### config.mk
export PLATFORM = sky130hd
export DESIGN_NAME = fetch_stage_flat
export DESIGN_NICKNAME = d
export VERILOG_FILES = /design/src/rtl/fetch_pkg.sv /design/src/rtl/fetch_if.sv /design/src/rtl/fetch_fifo.sv /design/src/rtl/fetch_stage.sv /design/src/flat_wrapper.sv
export SDC_FILE = /design/constraint.sdc
export NUM_CORES = 1
export LEC_CHECK = 0
export ABC_AREA = 1
export CAP_MARGIN = 20
export CORE_MARGIN = 10
export CORE_UTILIZATION = 45
export CTS_CLUSTER_DIAMETER = 100
export DETAILED_ROUTE_END_ITERATION = 10
export PLACE_DENSITY = 0.71
export SLEW_MARGIN = 20
export SYNTH_ARGS = -nofsm -noshare
export SYNTH_HDL_FRONTEND = slang
export SYNTH_HIERARCHICAL = 1
export SYNTH_SLANG_ARGS = --single-unit
export TNS_END_PERCENT = 1
### constraint.sdc
create_clock -name clk -period 3.7 [get_ports clk]
set_clock_uncertainty 0.1 [all_clocks]
set_input_delay 0.925 -clock clk [delete_from_list [all_inputs] [get_ports clk]]
set_output_delay 0.925 -clock clk [all_outputs]
set_load 0.1 [all_outputs]
### src/rtl/fetch_pkg.sv
// Shared types and constants for the fetch stage and its entry FIFO.
package fetch_pkg;
    localparam int XLEN = 32;
    localparam int ILEN = 32;
    localparam logic [XLEN-1:0] PC_STEP   = 32'd4;
    localparam logic [ILEN-1:0] NOP_INSTR = 32'h0000_0013;

    typedef struct packed {
        logic [XLEN-1:0] pc;
        logic [ILEN-1:0] instr;
    } fetch_entry_t;
endpackage

### src/rtl/fetch_if.sv
// Instruction-memory, redirect and decode-handshake signals of the fetch stage.
interface fetch_if;
    import fetch_pkg::*;

    logic [XLEN-1:0] imem_addr;
    logic [ILEN-1:0] imem_rdata;
    logic            redirect_valid;
    logic [XLEN-1:0] redirect_pc;
    logic            out_valid;
    logic            out_ready;
    logic [XLEN-1:0] out_pc;
    logic [ILEN-1:0] out_instr;
    logic [XLEN-1:0] out_pc_plus4;
    logic            misalign_err;

    modport master (
        output imem_addr, out_valid, out_pc, out_instr, out_pc_plus4, misalign_err,
        input  imem_rdata, redirect_valid, redirect_pc, out_ready
    );

    modport slave (
        input  imem_addr, out_valid, out_pc, out_instr, out_pc_plus4, misalign_err,
        output imem_rdata, redirect_valid, redirect_pc, out_ready
    );
endinterface

### src/rtl/fetch_fifo.sv
// Synchronous fetch-entry FIFO: write visible at head next cycle, head read combinationally.
// Writes when full only land if a read happens the same cycle; flush beats everything.
module fetch_fifo
    import fetch_pkg::*;
#(
    parameter int DEPTH = 2
) (
    input  logic                     clk,
    input  logic                     rst,
    input  logic                     flush,
    input  logic                     wr_en,
    input  fetch_entry_t             wr_data,
    input  logic                     rd_en,
    output fetch_entry_t             rd_data,
    output logic [$clog2(DEPTH):0]   count
);
    localparam int AW = $clog2(DEPTH);
    localparam int CW = AW + 1;

    fetch_entry_t    r_mem [DEPTH];
    logic [AW-1:0]   r_wr_ptr;
    logic [AW-1:0]   r_rd_ptr;
    logic [CW-1:0]   r_count;
    logic            w_rd;
    logic            w_wr;

    assign w_rd = rd_en & (r_count != '0);
    assign w_wr = wr_en & ((r_count != CW'(DEPTH)) | w_rd);

    always_ff @(posedge clk or negedge rst) begin
        if (!rst) begin
            for (int i = 0; i < DEPTH; i++) begin
                r_mem[i] <= '0;
            end
            r_wr_ptr <= '0;
            r_rd_ptr <= '0;
            r_count  <= '0;
        end else if (flush) begin
            r_wr_ptr <= '0;
            r_rd_ptr <= '0;
            r_count  <= '0;
        end else begin
            if (w_wr) begin
                r_mem[r_wr_ptr] <= wr_data;
                r_wr_ptr        <= r_wr_ptr + 1'b1;
            end
            if (w_rd) begin
                r_rd_ptr <= r_rd_ptr + 1'b1;
            end
            r_count <= r_count + CW'(w_wr) - CW'(w_rd);
        end
    end

    assign rd_data = r_mem[r_rd_ptr];
    assign count   = r_count;
endmodule

### src/rtl/fetch_stage.sv
// PC owner and fetch stage: entry reaches decode one cycle after its fetch, one per cycle.
// Stalls the PC when the FIFO is full and not draining; redirect flushes and wins over all.
module fetch_stage
    import fetch_pkg::*;
#(
    parameter logic [XLEN-1:0] RESET_PC = 32'h0000_0000,
    parameter int              DEPTH    = 2
) (
    input  logic      clk,
    input  logic      rst,
    fetch_if.master   bus
);
    localparam int CW = $clog2(DEPTH) + 1;

    logic [XLEN-1:0] r_pc;
    logic            r_misalign;
    logic [XLEN-1:0] w_pc_next;
    logic            w_deq;
    logic            w_fetch;
    logic [CW-1:0]   w_count;
    fetch_entry_t    w_head;
    fetch_entry_t    w_wr_data;

    assign w_deq     = bus.out_valid & bus.out_ready;
    assign w_fetch   = ~bus.redirect_valid & ((w_count != CW'(DEPTH)) | w_deq);
    assign w_wr_data = '{pc: r_pc, instr: bus.imem_rdata};

    always_comb begin
        w_pc_next = r_pc;
        if (bus.redirect_valid) begin
            w_pc_next = {bus.redirect_pc[XLEN-1:2], 2'b00};
        end else if (w_fetch) begin
            w_pc_next = r_pc + PC_STEP;
        end
    end

    always_ff @(posedge clk or negedge rst) begin
        if (!rst) begin
            r_pc       <= RESET_PC;
            r_misalign <= 1'b0;
        end else begin
            r_pc <= w_pc_next;
            // Sticky: only reset clears it; the redirect itself still proceeds.
            if (bus.redirect_valid && (bus.redirect_pc[1:0] != 2'b00)) begin
                r_misalign <= 1'b1;
            end
        end
    end

    fetch_fifo #(
        .DEPTH (DEPTH)
    ) u_fifo (
        .clk     (clk),
        .rst     (rst),
        .flush   (bus.redirect_valid),
        .wr_en   (w_fetch),
        .wr_data (w_wr_data),
        .rd_en   (w_deq),
        .rd_data (w_head),
        .count   (w_count)
    );

    assign bus.imem_addr    = r_pc;
    assign bus.out_valid    = (w_count != '0);
    assign bus.out_pc       = w_head.pc;
    assign bus.out_instr    = w_head.instr;
    assign bus.out_pc_plus4 = w_head.pc + PC_STEP;
    assign bus.misalign_err = r_misalign;
endmodule

### src/flat_wrapper.sv
// flat-port wrapper written by rule: the top's interface ports become plain ports
module fetch_stage_flat import fetch_pkg::*;
#(
    parameter logic [XLEN-1:0] RESET_PC = 32'h0000_0000,
    parameter int              DEPTH    = 2
)
  (clk, rst, bus_imem_addr, bus_out_valid, bus_out_pc, bus_out_instr, bus_out_pc_plus4, bus_misalign_err, bus_imem_rdata, bus_redirect_valid, bus_redirect_pc, bus_out_ready);
  fetch_if bus_i ();
  input  logic clk;
  input  logic rst;
  output wire logic [$bits(bus_i.imem_addr)-1:0] bus_imem_addr;
  output wire logic [$bits(bus_i.out_valid)-1:0] bus_out_valid;
  output wire logic [$bits(bus_i.out_pc)-1:0] bus_out_pc;
  output wire logic [$bits(bus_i.out_instr)-1:0] bus_out_instr;
  output wire logic [$bits(bus_i.out_pc_plus4)-1:0] bus_out_pc_plus4;
  output wire logic [$bits(bus_i.misalign_err)-1:0] bus_misalign_err;
  input wire logic [$bits(bus_i.imem_rdata)-1:0] bus_imem_rdata;
  input wire logic [$bits(bus_i.redirect_valid)-1:0] bus_redirect_valid;
  input wire logic [$bits(bus_i.redirect_pc)-1:0] bus_redirect_pc;
  input wire logic [$bits(bus_i.out_ready)-1:0] bus_out_ready;
  assign bus_imem_addr = bus_i.imem_addr;
  assign bus_out_valid = bus_i.out_valid;
  assign bus_out_pc = bus_i.out_pc;
  assign bus_out_instr = bus_i.out_instr;
  assign bus_out_pc_plus4 = bus_i.out_pc_plus4;
  assign bus_misalign_err = bus_i.misalign_err;
  assign bus_i.imem_rdata = bus_imem_rdata;
  assign bus_i.redirect_valid = bus_redirect_valid;
  assign bus_i.redirect_pc = bus_redirect_pc;
  assign bus_i.out_ready = bus_out_ready;
  fetch_stage #(.RESET_PC(RESET_PC), .DEPTH(DEPTH)) u_core (.clk(clk), .rst(rst), .bus(bus_i));
endmodule
# --- Word-level counts from Yosys, hierarchy flattened ---
# Cells that the tools add are included.
totals:
  rom_bits: 0
  n_memories: 0
  register_bits: 165
  mem_bits_rw: 0
  latch_bits: 0
  elab_cells: 49
classes:
  n_addsub: 6
  n_lt_le_gt_ge: 3
  bitwise_logic: 9
  multipliers: 0
  eq_ne: 1
  n_reduce_logical: 8
  n_mux: 13
  shifts: 0
  div: 0
ops:
  columns: ["cell", "count"]
  rows:
  - ["$mux W64", 4]
  - ["$bwmux W128", 1]
  - ["$add A32 B3 Y32 const B", 2]
  - ["$demux W64 S1", 1]
  - ["$mux W32", 2]
  - ["$reduce_bool A2 Y1", 5]
  - ["$and A1 B1 Y1", 4]
  - ["$ge A2 B2 Y1 const B", 2]
  - ["$mux W1", 4]
  - ["$not A1 Y2", 2]
  - ["$add A1 B1 Y1 const B", 2]
  - ["$add A2 B1 Y2", 1]
  - ["$logic_and A1 B1 Y1", 2]
  - ["$lt A2 B1 Y1 const B", 1]
  - ["$mux W2", 1]
  - ["$ne A2 B2 Y1 const B", 1]
  - ["$or A1 B1 Y1", 2]
  - ["$reduce_and A2 Y1", 1]
  - ["$sub A2 B1 Y2", 1]
  - ["$not A1 Y1", 1]

# --- Logic depth before layout (Yosys ltp) ---
# Gate-level depths: netlist of run 1.
logic_depth:
  depth_word: 8
  depth_mapped: 14

# --- By module ---
# Netlist of run 1, hierarchy kept.
by_module_without_submodules:
  columns: ["mod", "area_each_um2", "cells_per_inst", "instances"]
  rows:
  - ["fetch_fifo", 6378.6, 809, 1]
  - ["fetch_stage", 3002.9, 493, 1]

# --- Least setup slack after synthesis of run 1 ---
# OpenSTA, ideal clock, no wires.
synth_timing:
  kind: "reg-to-output"
  startpoint: "reg u_core.u_fifo.r_rd_ptr"
  endpoint: "out bus_out_pc_plus4[30]"
  path_buffers: 2
  t_arrival_ns: 4.006
  slack_ns: -1.331
  t_required_ns: 2.675
  stages_incl_launch_ff: 13
  path_cell_list: "dfrtp_1 -> inv_1 -> buf_2 -> buf_2 -> nand2_1 -> nand2_1 -> ha_1 -> inv_1 -> nor3_4 -> inv_1 -> nor2_1 -> nand3_1 -> xnor2_1"
synth_via:
  elab_chain_len: 5
synth_lines:
  columns: ["element", "line_no", "text"]
  rows:
  - ["from (decl)", "fetch_fifo.sv:22", "logic [AW-1:0] r_rd_ptr;"]
  - ["from (signal assigned)", "fetch_fifo.sv:48", "r_rd_ptr <= r_rd_ptr + 1'b1;"]
  - ["$not A1 Y2 (implied by the code)", "fetch_fifo.sv:54", "assign rd_data = r_mem[r_rd_ptr];"]
  - ["$mux W64 (implied by the code) (3 in a row)", "fetch_fifo.sv:54", null]
  - ["net bus_out_pc[2]", "flat_wrapper.sv:13", "output wire logic [$bits(bus_i.out_pc)-1:0] bus_out_pc;"]
  - ["$add A32 B3 Y32", "fetch_stage.sv:67", "assign bus.out_pc_plus4 = w_head.pc + PC_STEP;"]
  - ["to (decl)", "flat_wrapper.sv:15", "output wire logic [$bits(bus_i.out_pc_plus4)-1:0] bus_out_pc_plus4;"]
# The timed path passes the listed nets, and every way through them passes these cells. The select of a mux whose other input is x is not followed.

# --- Worst setup path in the final report of run 1 ---
layout_timing:
  startpoint: "reg u_core.u_fifo.r_rd_ptr"
  endpoint: "out bus_out_pc_plus4[25]"
layout_via:
  elab_chain_len: 5
layout_lines:
  columns: ["element", "line_no"]
  rows:
  - ["$not A1 Y2 (implied by the code)", "fetch_fifo.sv:54"]
  - ["$mux W64 (implied by the code) (3 in a row)", "fetch_fifo.sv:54"]
  - ["$add A32 B3 Y32", "fetch_stage.sv:67"]
# No other way between the ends. The select of a mux whose other input is x is not followed.

==> results of run 1 <==
[kinds of logic after synthesis]
group                    after synthesis  share of synthesized area [%]
buffers and inverters                141                          7.642
XOR/XNOR                              35                          3.267
adder cells (fa/ha/maj)                4                         0.5335
flip-flops                           163                          43.48
AO/OA/AOI/OAI                         26                          1.694
other                                  1                        0.03997
AND/OR/NAND/NOR                      932                          43.34
[cell usage after synthesis, types with 8 or more instances]
cell	instances	share of area [%]
nand4_1	135	9.0
xor2_1	25	2.3
dfrtp_1	163	43
o21ai_0	8	0.43
buf_4	13	1.0
inv_1	57	2.3
clkbuf_1	8	0.32
nor2_1	66	2.6
nand3_1	49	2.6
xnor2_1	10	0.93
buf_2	54	2.9
nor3_1	14	0.75
nand2_1	643	26
[per-layer routing]
| metal | part of all wire (%) | global-route usage, % | vias up |
|---|---|---|---|
| met5 | 0 | 0 | - |
| met4 | 1.5 | 5.757 | 0 |
| met3 | 7.5 | 5.228 | 28 |
| met2 | 48 | 35.43 | 349 |
| met1 | 43 | 28.73 | 4404 |
| li1 | - | - | 4517 |
[layout make-up]
class | instances | area, um2 | share of cell area (%)
inverter | 59 | 226.5 | 1.676
timing repair buffer | 222 | 3103 | 22.96
multi-input combinational | 1003 | 5213 | 38.57
clock buffer | 20 | 456.7 | 3.380
tap | 270 | 337.8 | 2.500
sequential | 163 | 4080 | 30.19
clock inverter | 12 | 96.34 | 0.7130
[critical path: cells and delay by family (launching register included)]
family / cells / cell delay [ns]
xor gates and xnor gates: 1 / 0.20
DFF: 1 / 0.46
buffers and inverters: 4 / 0.60
and+or+nand+nor: 6 / 0.96
[registers in the layout (all words and copies together), names as in the netlist]
signal,flops
u_core/u_fifo/r_mem,128
u_core/u_fifo/count,2
u_core/u_fifo/r_wr_ptr,1
u_core/bus.imem_addr,30
u_core/bus.misalign_err,1
u_core/u_fifo/r_rd_ptr,1
[stage by stage]
stage                     TNS (ns)  area, um2  util [%]  setup slack, ns
final                            0      13510     66.36          0.02512
after detailed placement         0      12800     62.87           0.3165
after CTS                 -0.04696      13380     65.72         -0.04696
after floorplan             -1.107       9873         -          -0.1840
after global placement           0      12800     62.87           0.3538
after global routing       -0.4989      13510     66.36         -0.08557
[what timing repair did]
item                       in CTS  in global routing
pin swaps                       0                  7
gates resized for setup         6                 29
gates cloned                    0                  0
setup buffers                   0                  2
setup endpoints to repair       8                 18
[path summary, 6_finish.rpt]
path | from | endpoint
setup / recovery | u_core/u_fifo/r_rd_ptr | bus_out_pc_plus4[25]
hold / removal | u_core/u_fifo/r_mem[91] | u_core/u_fifo/r_mem[91]
setup reg to reg | u_core/u_fifo/count[1] | u_core/u_fifo/r_mem[126]
hold reg to reg | u_core/u_fifo/r_mem[91] | u_core/u_fifo/r_mem[91]
max in group asynchronous | rst | u_core/u_fifo/r_mem[59]
min in group asynchronous | rst | u_core/u_fifo/r_mem[87]
==> reports/results.ini, run 1 <==
[status]
status=finished, final reports clean

[cells_and_area]
area_growth_pct=44.04
drive_above_1_share_pct=19.13
nNetsFinal=1538
final_common_cell=nand2_1
fillers=1701
final_cells=1749
mostFrequentLayoutCells=617 x nand2_1, 162 x dfrtp_1, 135 x nand4_1
diodes=0

[worst_setup_path]
endpoint_kind=output port
worstPathMaxFanout=13
cp-start-kind=flip-flop
criticalPathCategory=flip-flop to output port
required_ns=2.67
cpPeakStageDelay_ns=0.46
cp_slowest_cell=dfrtp_2
ff2ff_path_depth=8
cp_cell_sequence=inv_4, buf_6, nand2_1, nand2_2, nand2_1, inv_1, nand2_1, nor3_2, nand3_2, xor2_4, buf_12
cp.arrival_ns=2.65
r2r_slack_ns=1.39
cpMostUsedCell=nand2_1

[global_routing]
grt_pass1_vias=9051
antenna_found_initial=0
track_usage_pct=21.84
grt_pass1_wl_um=47750
grt_max_degree=107
overflow=0

[route]
routed_via_density=5.316
drt_wl_total_um=29630
first_pass_iters=5
wl_per_cell_um=16.94
drtIter0Drc=959
antenna_left=0
vias=9298
drc=0

[logic_synthesis]
yosys_warnings=6
synth.distinct_cells=35
syn_area_per_cell_um2=7.205
syn_area_um2=9381
ys_seq_area_share_pct=43.48
ys_ff_latch=163
ys.flop_type=dfrtp_1
synthArstFlopShare_pct=100.0
synth_edf_count=0
syn_inst=1302

[floorplan]
rows=52
coreArea_um2=20360
io_pins=198
initial_utilization_pct=46.07
fp.dieW_um=164.4
die_y_um=164.4
dieArea_um2=27020

[timing]
setup_violations=0
relSlewSlack_pct=48.03
worst_pin_slew_ns=0.7796
finalCriticalPeriod_ns=3.675
hold_viol=0
rsz0062_at_grt=yes
slew_violations=0
fmax_mhz=272.1
hold-worst-slack_ns=0.3697
finalCritPeriodShare_pct=99.32

[clock_tree]
clockBufferDepth=2
clockRootBuffer=clkbuf_16
clkTransAtPathRegs_ns=0.06
clock-sinks=163
cts_tree=built
ctsHtreeMaxLevel=4
clock_latency_ns=0.42
cts_made_buffers=17
hold_buffers=0

[run]
maxCapViolCount=0

[place]
port_buffers=195
gp_congestion=0.9076
dp.cells=1715
hpwl_um=20910

[worst_hold_path]
hp-class=flip-flop to flip-flop
hold_path_depth=2

Power of run 1 is not shown: default switching activity piles up to over one toggle a cycle in this logic, so the estimate is an artifact.
==> run 2: changes to the inputs <==
SLEW_MARGIN = unset   (was 20)
==> results of run 2 <==
No change in the layout: final DEF, timing and power equal those of run 1.
Power of run 2 is left out for the same reason.
==> run 3: changes to the inputs <==
ABC_CLOCK_PERIOD_IN_PS = 3700   (was unset)
SETUP_SLACK_MARGIN = 0.5   (was unset)
==> run 3 against run 2 <==
Clock-buffer cell count shrank 2. Register-to-register slack lost 0.14 ns. Critical path type unchanged. Sequential share of layout area shrank 2.1 points. Maximum frequency grew 1.8%.
==> reports/results.ini, run 3 (same netlist as run 1, synthesis figures left out) <==
[cells_and_area]
fillers=1560  ; was 1701
drive_above_1_share_pct=25.83  ; was 19.13%
final_common_cell=nand2_1  ; unchanged
largest_reg_flops=128  ; unchanged
nNetsFinal=1569  ; was 1538
diodes=0  ; unchanged
largest_register=u_core/u_fifo/r_mem  ; unchanged
area_growth_pct=54.61  ; was 44.04%
mostFrequentLayoutCells=569 x nand2_1, 162 x dfrtp_1, 135 x nand4_1  ; was 617 x nand2_1, 162 x dfrtp_1, 135 x nand4_1

[floorplan]
io_pins=198  ; unchanged
coreArea_um2=20360  ; unchanged
rows=52  ; unchanged
die_y_um=164.4  ; unchanged
fp.dieW_um=164.4  ; unchanged
dieArea_um2=27020  ; unchanged
initial_utilization_pct=46.07  ; unchanged

[route]
antenna_left=0  ; unchanged
drtIter0Drc=762  ; was 959
drt_wl_total_um=31860  ; was 29630 um
first_pass_iters=5  ; unchanged
drc=0  ; unchanged
wl_per_cell_um=17.90  ; was 16.94 um
routed_via_density=5.430  ; was 5.316
vias=9665  ; was 9298

[global_routing]
grt_max_degree=90  ; was 107
grt_pass1_vias=9625  ; was 9051
antenna_found_initial=0  ; unchanged
track_usage_pct=23.40  ; was 21.84%
grt_pass1_wl_um=50970  ; was 47750 um
overflow=0  ; unchanged

[timing]
finalCriticalPeriod_ns=3.608  ; was 3.675 ns
fmax_mhz=277.1  ; was 272.1 MHz
rsz0062_at_grt=yes  ; unchanged
hold_viol=0  ; unchanged
worst_pin_slew_ns=0.9662  ; was 0.7796 ns
relSlewSlack_pct=35.59  ; was 48.03%
slew_violations=0  ; unchanged
finalCritPeriodShare_pct=97.52  ; was 99.32%
setup_violations=0  ; unchanged
setup_slack_ns=0.09173  ; was 0.02512 ns
fin_tns_setup_ns=0  ; unchanged

[clock_tree]
cts_tree=built  ; unchanged
clock_latency_ns=0.43  ; was 0.42 ns
ctsHtreeMaxLevel=4  ; unchanged
clockBufferDepth=2  ; unchanged
clkTransAtPathRegs_ns=0.07  ; was 0.06 ns
cts_made_buffers=17  ; unchanged
hold_buffers=0  ; unchanged
clockRootBuffer=clkbuf_16  ; unchanged
clock-sinks=163  ; unchanged

[worst_setup_path]
required_ns=2.67  ; about the same
cp-start-kind=flip-flop  ; unchanged
crit_family=simple AND/OR/NAND/NOR gates  ; unchanged
cp_slowest_cell=dfrtp_2  ; unchanged
cp_cell_sequence=clkinv_4, buf_12, nand2_8, nand2_8, clkinvlp_4, nor3_4, nand2_2, nand3b_1, xnor2_4, buf_12  ; was inv_4, buf_6, nand2_1, nand2_2, nand2_1, inv_1, nand2_1, nor3_2, nand3_2, xor2_4, buf_12
cpPeakStageDelay_ns=0.47  ; was 0.46 ns
endpoint_kind=output port  ; unchanged
path_buf_inv=4  ; unchanged
cp.arrival_ns=2.58  ; was 2.65 ns
worstPathMaxFanout=8  ; was 13
criticalPathCategory=flip-flop to output port  ; unchanged

[place]
dp_slack_ns=0.2716  ; was 0.3165 ns
port_buffers=195  ; unchanged
gp_congestion=0.9256  ; was 0.9076
hpwl_um=21550  ; was 20910 um

[worst_hold_path]
hp-class=flip-flop to flip-flop  ; unchanged

[status]
status=finished, final reports clean  ; unchanged

[run]
maxCapViolCount=0  ; unchanged

-- run 3: worst register-to-register path: stages (launching register included) --
cell and delay [ns]:
dfrtp_1 0.48, nand3_4 0.18, nand2_1 0.24, inv_4 0.16, buf_4 0.72, nand2_1 0.20, o211ai_1 0.13, o21ai_1 0.09
nand2_1 0.08
-- run 3: metal layers --
layer / global-route usage, % / wire length, um / up-vias
met5: 0 / 0 / -
met3: 5.352 / 2172 / 35
met1: 30.20 / 13440 / 4662
li1: - / - / 4596
met2: 38.80 / 15730 / 372
met4: 6.200 / 515 / 0
-- run 3: final cells by class --
class,count,area [um2],area share (%)
multi-input cells,1003,5832,40.21
flip-flops and latches,163,4080,28.13
repair buffers,253,3437,23.70
clock buffers,18,439.2,3.028
well taps,270,337.8,2.329
inverters,59,244.0,1.682
clock inverters,14,135.1,0.9316
-- run 3: worst paths after layout --
| kind | slack, ns | startpoint | cells past startpoint | end |
|---|---|---|---|---|
| worst min register to register | 0.37 | u_core/u_fifo/r_mem[30] | 2 | u_core/u_fifo/r_mem[30] |
| worst max register to register | 1.25 | u_core/u_fifo/count[1] | 8 | u_core/bus.imem_addr[6] |
| min in group asynchronous | 0.40 | rst | 1 | u_core/u_fifo/r_mem[3] |
| worst max-delay path | 0.09 | u_core/u_fifo/r_rd_ptr | 10 | bus_out_pc_plus4[22] |
| max in group asynchronous | 2.12 | rst | 2 | u_core/u_fifo/r_mem[88] |
| worst min-delay path | 0.37 | u_core/u_fifo/r_mem[30] | 2 | u_core/u_fifo/r_mem[30] |
-- run 3: repair_timing --
action                     CTS  global route
setup buffers               28             6
gates cloned                 3             0
pin swaps                   37            24
setup endpoints to repair   26            30
resized for setup           59            31
-- run 3: through the flow --
stage / hold slack [ns] / std cells / util [%] / instance area (um2)
global placement: 0.3527 / 1711 / 65.05 / 13250
CTS: 0.3751 / 1774 / 70.48 / 14350
global route: 0.3891 / 1780 / 71.23 / 14510
floorplan: 0.3417 / 1307 / - / 10380
finish: 0.3714 / 1780 / 71.23 / 14510
detailed placement: 0.3582 / 1711 / 65.05 / 13250
Power of run 3 is left out for the same reason.
==> edit 1: new RTL, config.mk and constraints of run 2 <==
`DEPTH` is set to 2 in 3 places; all go to 4.
--- a/src/rtl/fetch_fifo.sv
+++ b/src/rtl/fetch_fifo.sv
@@ -3,7 +3,7 @@
 module fetch_fifo
     import fetch_pkg::*;
 #(
-    parameter int DEPTH = 2
+    parameter int DEPTH = 4
 ) (
     input  logic                     clk,
     input  logic                     rst,
--- a/src/rtl/fetch_stage.sv
+++ b/src/rtl/fetch_stage.sv
@@ -4,7 +4,7 @@
     import fetch_pkg::*;
 #(
     parameter logic [XLEN-1:0] RESET_PC = 32'h0000_0000,
-    parameter int              DEPTH    = 2
+    parameter int              DEPTH    = 4
 ) (
     input  logic      clk,
     input  logic      rst,
--- a/src/flat_wrapper.sv
+++ b/src/flat_wrapper.sv
@@ -2,7 +2,7 @@
 module fetch_stage_flat import fetch_pkg::*;
 #(
     parameter logic [XLEN-1:0] RESET_PC = 32'h0000_0000,
-    parameter int              DEPTH    = 2
+    parameter int              DEPTH    = 4
 )
   (clk, rst, bus_imem_addr, bus_out_valid, bus_out_pc, bus_out_instr, bus_out_pc_plus4, bus_misalign_err, bus_imem_rdata, bus_redirect_valid, bus_redirect_pc, bus_out_ready);
   fetch_if bus_i ();
Function: changed (Yosys sat finds a counterexample within 4 cycles, from zero or initial values and one cycle with rst low).
==> edit 1 against run 2 <==
The flow now finishes with violations (negative setup slack). Sequential cell count is 131 higher. Area after synthesis is 68% higher. Final area is 64% higher. Utilization is 2.2 points lower. Synthesized cell count is 58% higher. Wire length is 110% higher. Setup slack worse by 0.61 ns. Maximum frequency is 14% lower.
Power is left out: the tool's default activity adds up to more than one toggle a clock period on the data nets, which glitch-free logic cannot reach.
==> edit 1: results (changes against run 2) <==
status - finished with violations
failing checks - negative setup slack
Port Buf Inserts - 195 (unchanged)
Worst Path Arrival - 3.26 ns (+0.61 ns)
Largest register FFs - 256 (+100%)
Bufs on Longest Clock Path - 3 (+1)
Reg2Reg Depth - 9 (+1)
relative slew slack - 34.10% (-14 points)
post-synthesis sequential area ratio - 46.61% (+3.1 points)
clock slew at reported path FFs - 0.07 ns
first-pass GRT wire length - 90530 um (+90%)
Top reg by flops - u_core/u_fifo/r_mem
vias in the first global route - 15970 (+76%)
routability cong. - 0.9430 (+3.9%)
drt wl/cell - 22.17 um (+31%)
CP Max Fanout - 5 (-8)
Final Setup Violations - 26 (+26)
fraction of layout cells with a size suffix above 1 - 22.14% (+3.0 points)
DP HPWL - 35000 um (+67%)
Iter 0 DRT Violations - 2102 (+120%)
Min-Delay Path Class - primary input to async pin
Placed Cells - 2637 (+54%)
pre-CTS setup slack - 0.01009 ns (-0.3064 ns)
Antenna diodes - 0 (unchanged)
H-tree levels - 1 (-3)
GR Util All Layers - 25.55% (+3.7 points)
Final WS setup - -0.5811 ns (-0.6062 ns)
family with the most delay on the worst path - buffers and inverters
Slowest-stage cell, CP - dfrtp_4
fillers - 2830 (+66%)
synth cell count leaders - nand2_1, dfrtp_1, nand4_1, nor2_1, o21ai_0
slowest stage delay, CP - 0.51 ns (+0.05 ns)
Vias/cell - 6.121 (+15%)
FFs w/ async S/R, synth - 100.0% (unchanged)
antenna violations before repair - 0 (unchanged)
1st-pass router iterations - 6 (+1)
Main synth FF type - dfrtp_1
R2R Path End - u_core/u_fifo/r_mem[43]
synth warn - 6 (unchanged)
internal reg-to-reg setup slack - 0.96 ns (-0.43 ns)
cts bufs inserted - 31 (+14)
Fin Hold WS - 0.2195 ns (-0.1503 ns)
Routed WL - 60860 um (+110%)
DP Area - 19780 um2 (+54%)
post-synthesis cell type count - 39 (+11%)
Worst-Skew Late Latency - 0.58 ns (+0.16 ns)
Area contributors post-synth - dfrtp_1, nand2_1, nand4_1
largest net degree at the start of global routing - 147 (+37%)
clock root cell - clkbuf_16
r2r startpoint - u_core/u_fifo/count[1]
Fin Setup TNS - -9.672 ns (-9.672 ns)
Synth Area per Inst - 7.666 um2 (+6.4%)
post-layout net count - 2343 (+52%)
Layout Area Growth over Synthesis - 40.48%
[edit 1: how the worst max path moves through the flow]
stage,slack (ns),startpoint,end
floorplan,-1.08,u_core/u_fifo/r_rd_ptr[0],bus_out_pc_plus4[31]
global placement,0.03,u_core/u_fifo/r_rd_ptr[0],bus_out_pc_plus4[21]
detailed placement,0.01,u_core/u_fifo/r_rd_ptr[0],bus_out_pc_plus4[21]
CTS,-0.35,u_core/u_fifo/r_rd_ptr[0],bus_out_pc_plus4[20]
global route,-0.59,u_core/u_fifo/r_rd_ptr[0],bus_out_pc_plus4[22]
finish,-0.58,u_core/u_fifo/r_rd_ptr[0],bus_out_pc_plus4[22]
[edit 1: final cells by class]
cell class,count,share of cell area (%)
Timing Repair inverter,2,0.1129
Sequential cell,294,33.20
Tap cell,455,2.567
Clock inverter,15,0.8972
Multi-Input combinational cell,1548,38.75
Timing Repair Buffer,327,19.26
Inverter,62,1.247
Clock buffer,42,3.956
[edit 1: logic make-up (layout without fill, tap and decap cells)]
logic type,after synthesis,in the layout,share of synthesized area [%]
buffers and inverters,226,448,6.484
and+or+nand+nor,1269,1269,36.27
xor gates and xnor gates,35,35,1.942
DFF,294,294,46.61
AOI/OAI and AO/OA,225,225,7.911
other,1,10,0.02376
adders and majority gates,9,9,0.7610
[edit 1: what timing repair did]
item / 4_1_cts / 5_1_grt
buffers inserted: 12 / 29
pin swaps: 24 / 60
cloned: 5 / 6
setup endpoints to repair: 31 / 53
resized for setup: 83 / 111
[edit 1: layer usage]
layer / up-vias / part of all wire (%) / global-route usage [%]
met2: 1127 / 47 / 41.11
met3: 219 / 10 / 4.332
met4: 0 / 5.1 / 11.01
met5: - / 0 / 0
li1: 7343 / - / -
met1: 8113 / 38 / 33.24
==> edit 2: new RTL, flow settings as in run 2 <==
Without the edit above. Make the reset (`rst`) synchronous in 2 clocked blocks.
--- a/src/rtl/fetch_fifo.sv
+++ b/src/rtl/fetch_fifo.sv
@@ -27,7 +27,7 @@
     assign w_rd = rd_en & (r_count != '0);
     assign w_wr = wr_en & ((r_count != CW'(DEPTH)) | w_rd);
 
-    always_ff @(posedge clk or negedge rst) begin
+    always_ff @(posedge clk) begin
         if (!rst) begin
             for (int i = 0; i < DEPTH; i++) begin
                 r_mem[i] <= '0;
--- a/src/rtl/fetch_stage.sv
+++ b/src/rtl/fetch_stage.sv
@@ -34,7 +34,7 @@
         end
     end
 
-    always_ff @(posedge clk or negedge rst) begin
+    always_ff @(posedge clk) begin
         if (!rst) begin
             r_pc       <= RESET_PC;
             r_misalign <= 1'b0;
Behaviour: differs if rst is asserted again (counterexample within 4 cycles, from zero or initial values and one cycle with rst low); with rst held inactive, the same outputs for 4 cycles.
==> edit 2 against run 2 <==
Final area shrank 11%. Global-route usage decreased by 3.3 points. Area after synthesis down 5.1%. Sequential cell count increased by 1. Synthesized cell count fell by 25%. Die area is 4.5% lower. Setup slack better by 0.11 ns. Largest cell class is now sequential cells. Cell count shrank 17%. Wire length decreased by 17%.
==> edit 2: results (changes against run 2) <==
largest net degree at the start of global routing - 66 (-38%)
DP HPWL - 17930 um (-14%)
post-synthesis cell type count - 39 (+11%)
Worst Path Arrival - 2.54 ns (-0.11 ns)
min-delay src - u_core/bus.misalign_err
1st-pass router iterations - 6 (+1)
Post-synth EDFFs - 128 (+128)
synth warn - 6 (unchanged)
Max Slew Vio Count - 0 (unchanged)
clock slew at reported path FFs - 0.06 ns (about the same)
Iter 0 DRT Violations - 584 (-39%)
vias in the first global route - 7111 (-21%)
maxcap violations - 0 (unchanged)
Least-Margin Pin Slew - 0.8532 ns (+0.07362 ns)
routability cong. - 0.8913 (-1.8%)
routed vias - 7233 (-22%)
clock root cell - clkbuf_16
post-synthesis sequential area ratio - 51.27% (+7.8 points)
cts bufs inserted - 17 (unchanged)
Antenna diodes - 0 (unchanged)
Peak VDD IR - 0.3345 mV
fraction of layout cells with a size suffix above 1 - 29.13% (+10 points)
status - completed
FFs w/ async S/R, synth - 0% (-100 points)
first-pass GRT wire length - 38450 um (-19%)
post-layout net count - 1240 (-19%)
Sw Share - 31.92%
Top reg by flops - u_core/u_fifo/r_mem
antenna violations before repair - 0 (unchanged)
Largest register FFs - 128 (unchanged)
Startpoint Class - flop
Bufs on Longest Clock Path - 2 (unchanged)
slowest stage delay, CP - 0.41 ns (-0.05 ns)
Routed WL - 24540 um (-17%)
Min-Delay Path Class - flop to flop
H-tree levels - 4 (unchanged)
Leak - 4.832 nW
Area contributors post-synth - edfxtp_1, dfxtp_1, mux2_2
Port Buf Inserts - 195 (unchanged)
synth cell count leaders - nand2_1, nor2_1, inv_1, edfxtp_1, mux2_2
r2r startpoint - u_core/u_fifo/count[0]
GR Util All Layers - 18.55% (-3.3 points)
Slowest-stage cell, CP - dfxtp_4
CP Max Fanout - 13 (unchanged)
fillers - 1643 (-3.4%)
Worst-Skew Late Latency - 0.42 ns (about the same)
pre-CTS setup slack - 0.3621 ns (+0.04560 ns)
[edit 2: cell count changes after synthesis, moves of 8 or more]
| cell | delta |
|---|---|
| a21oi_1 | +16 |
| edfxtp_1 | +128 |
| nand2_1 | -462 |
| nor2_4 | +8 |
| dfxtp_1 | +36 |
| buf_2 | -42 |
| nor2_2 | +42 |
| nor2_1 | +93 |
| inv_1 | +72 |
| nand4_1 | -129 |
| buf_6 | +9 |
| mux2_2 | +64 |
| dfrtp_1 | -163 |
[edit 2: cells by family after synthesis]
family | after synthesis | synth area share [%]
xor gates and xnor gates | 24 | 2.361
muxes | 64 | 8.096
adders and majority gates | 4 | 0.5622
buffers and inverters | 173 | 8.644
other | 1 | 0.04212
AOI/OAI and AO/OA | 54 | 3.514
and+or+nand+nor | 490 | 25.51
DFF | 164 | 51.27
[edit 2: worst paths after layout]
path,end,slack (ns),depth (start not counted)
max,bus_out_pc_plus4[24],0.13,9
min,u_core/bus.misalign_err,0.36,2
max reg2reg,u_core/u_fifo/count[1],1.38,12
min reg2reg,u_core/bus.misalign_err,0.36,2
[edit 2: per-stage QoR]
step / instance area, um2 / instances / total power [mW]
4_1_cts: 12020 / 1446 / 5.262
2_1_floorplan: 9096 / 977 / 3.059
5_1_grt: 12040 / 1446 / 5.402
3_3_place_gp: 11400 / 1414 / 3.421
6_report: 12040 / 1446 / 5.219
3_5_place_dp: 11400 / 1414 / 3.430
[edit 2: worst max-delay path, delay by kind of cell, from the launching register on]
family	cells	cell delay [ns]
and+or+nand+nor	3	0.54
DFF	1	0.41
buffers and inverters	3	0.38
muxes	1	0.33
xor gates and xnor gates	1	0.24
adders and majority gates	1	0.21
[edit 2: layout make-up]
class | instances | area (um2) | share of cell area (%)
sequential | 164 | 4568 | 37.94
multi-input combinational | 640 | 3830 | 31.81
timing repair buffer | 209 | 2187 | 18.16
inverter | 136 | 510.5 | 4.240
clock buffer | 23 | 457.9 | 3.803
tap | 265 | 331.6 | 2.754
clock inverter | 9 | 155.1 | 1.289
[edit 2: per-layer routing]
| metal | GRT usage [%] | part of all wire, % |
|---|---|---|
| met1 | 24.57 | 44 |
| met2 | 29.05 | 47 |
| met3 | 5.419 | 7.7 |
| met4 | 4.883 | 1.2 |
| met5 | 0 | 0 |
[edit 2: power groups by stage]
stage	Sequential (mW)	Clock (mW)	Combinational, mW
CTS	2.13	1.87	1.26
global placement	2.17	0	1.25
global route	2.14	1.95	1.31
floorplan	2.31	0	0.749
detailed placement	2.17	0	1.26
finish	2.13	1.83	1.25
[edit 2: timing repair]
item	CTS	global route
pin swaps	0	1
resized for setup	2	4
buffers inserted	0	0
setup endpoints to repair	7	6
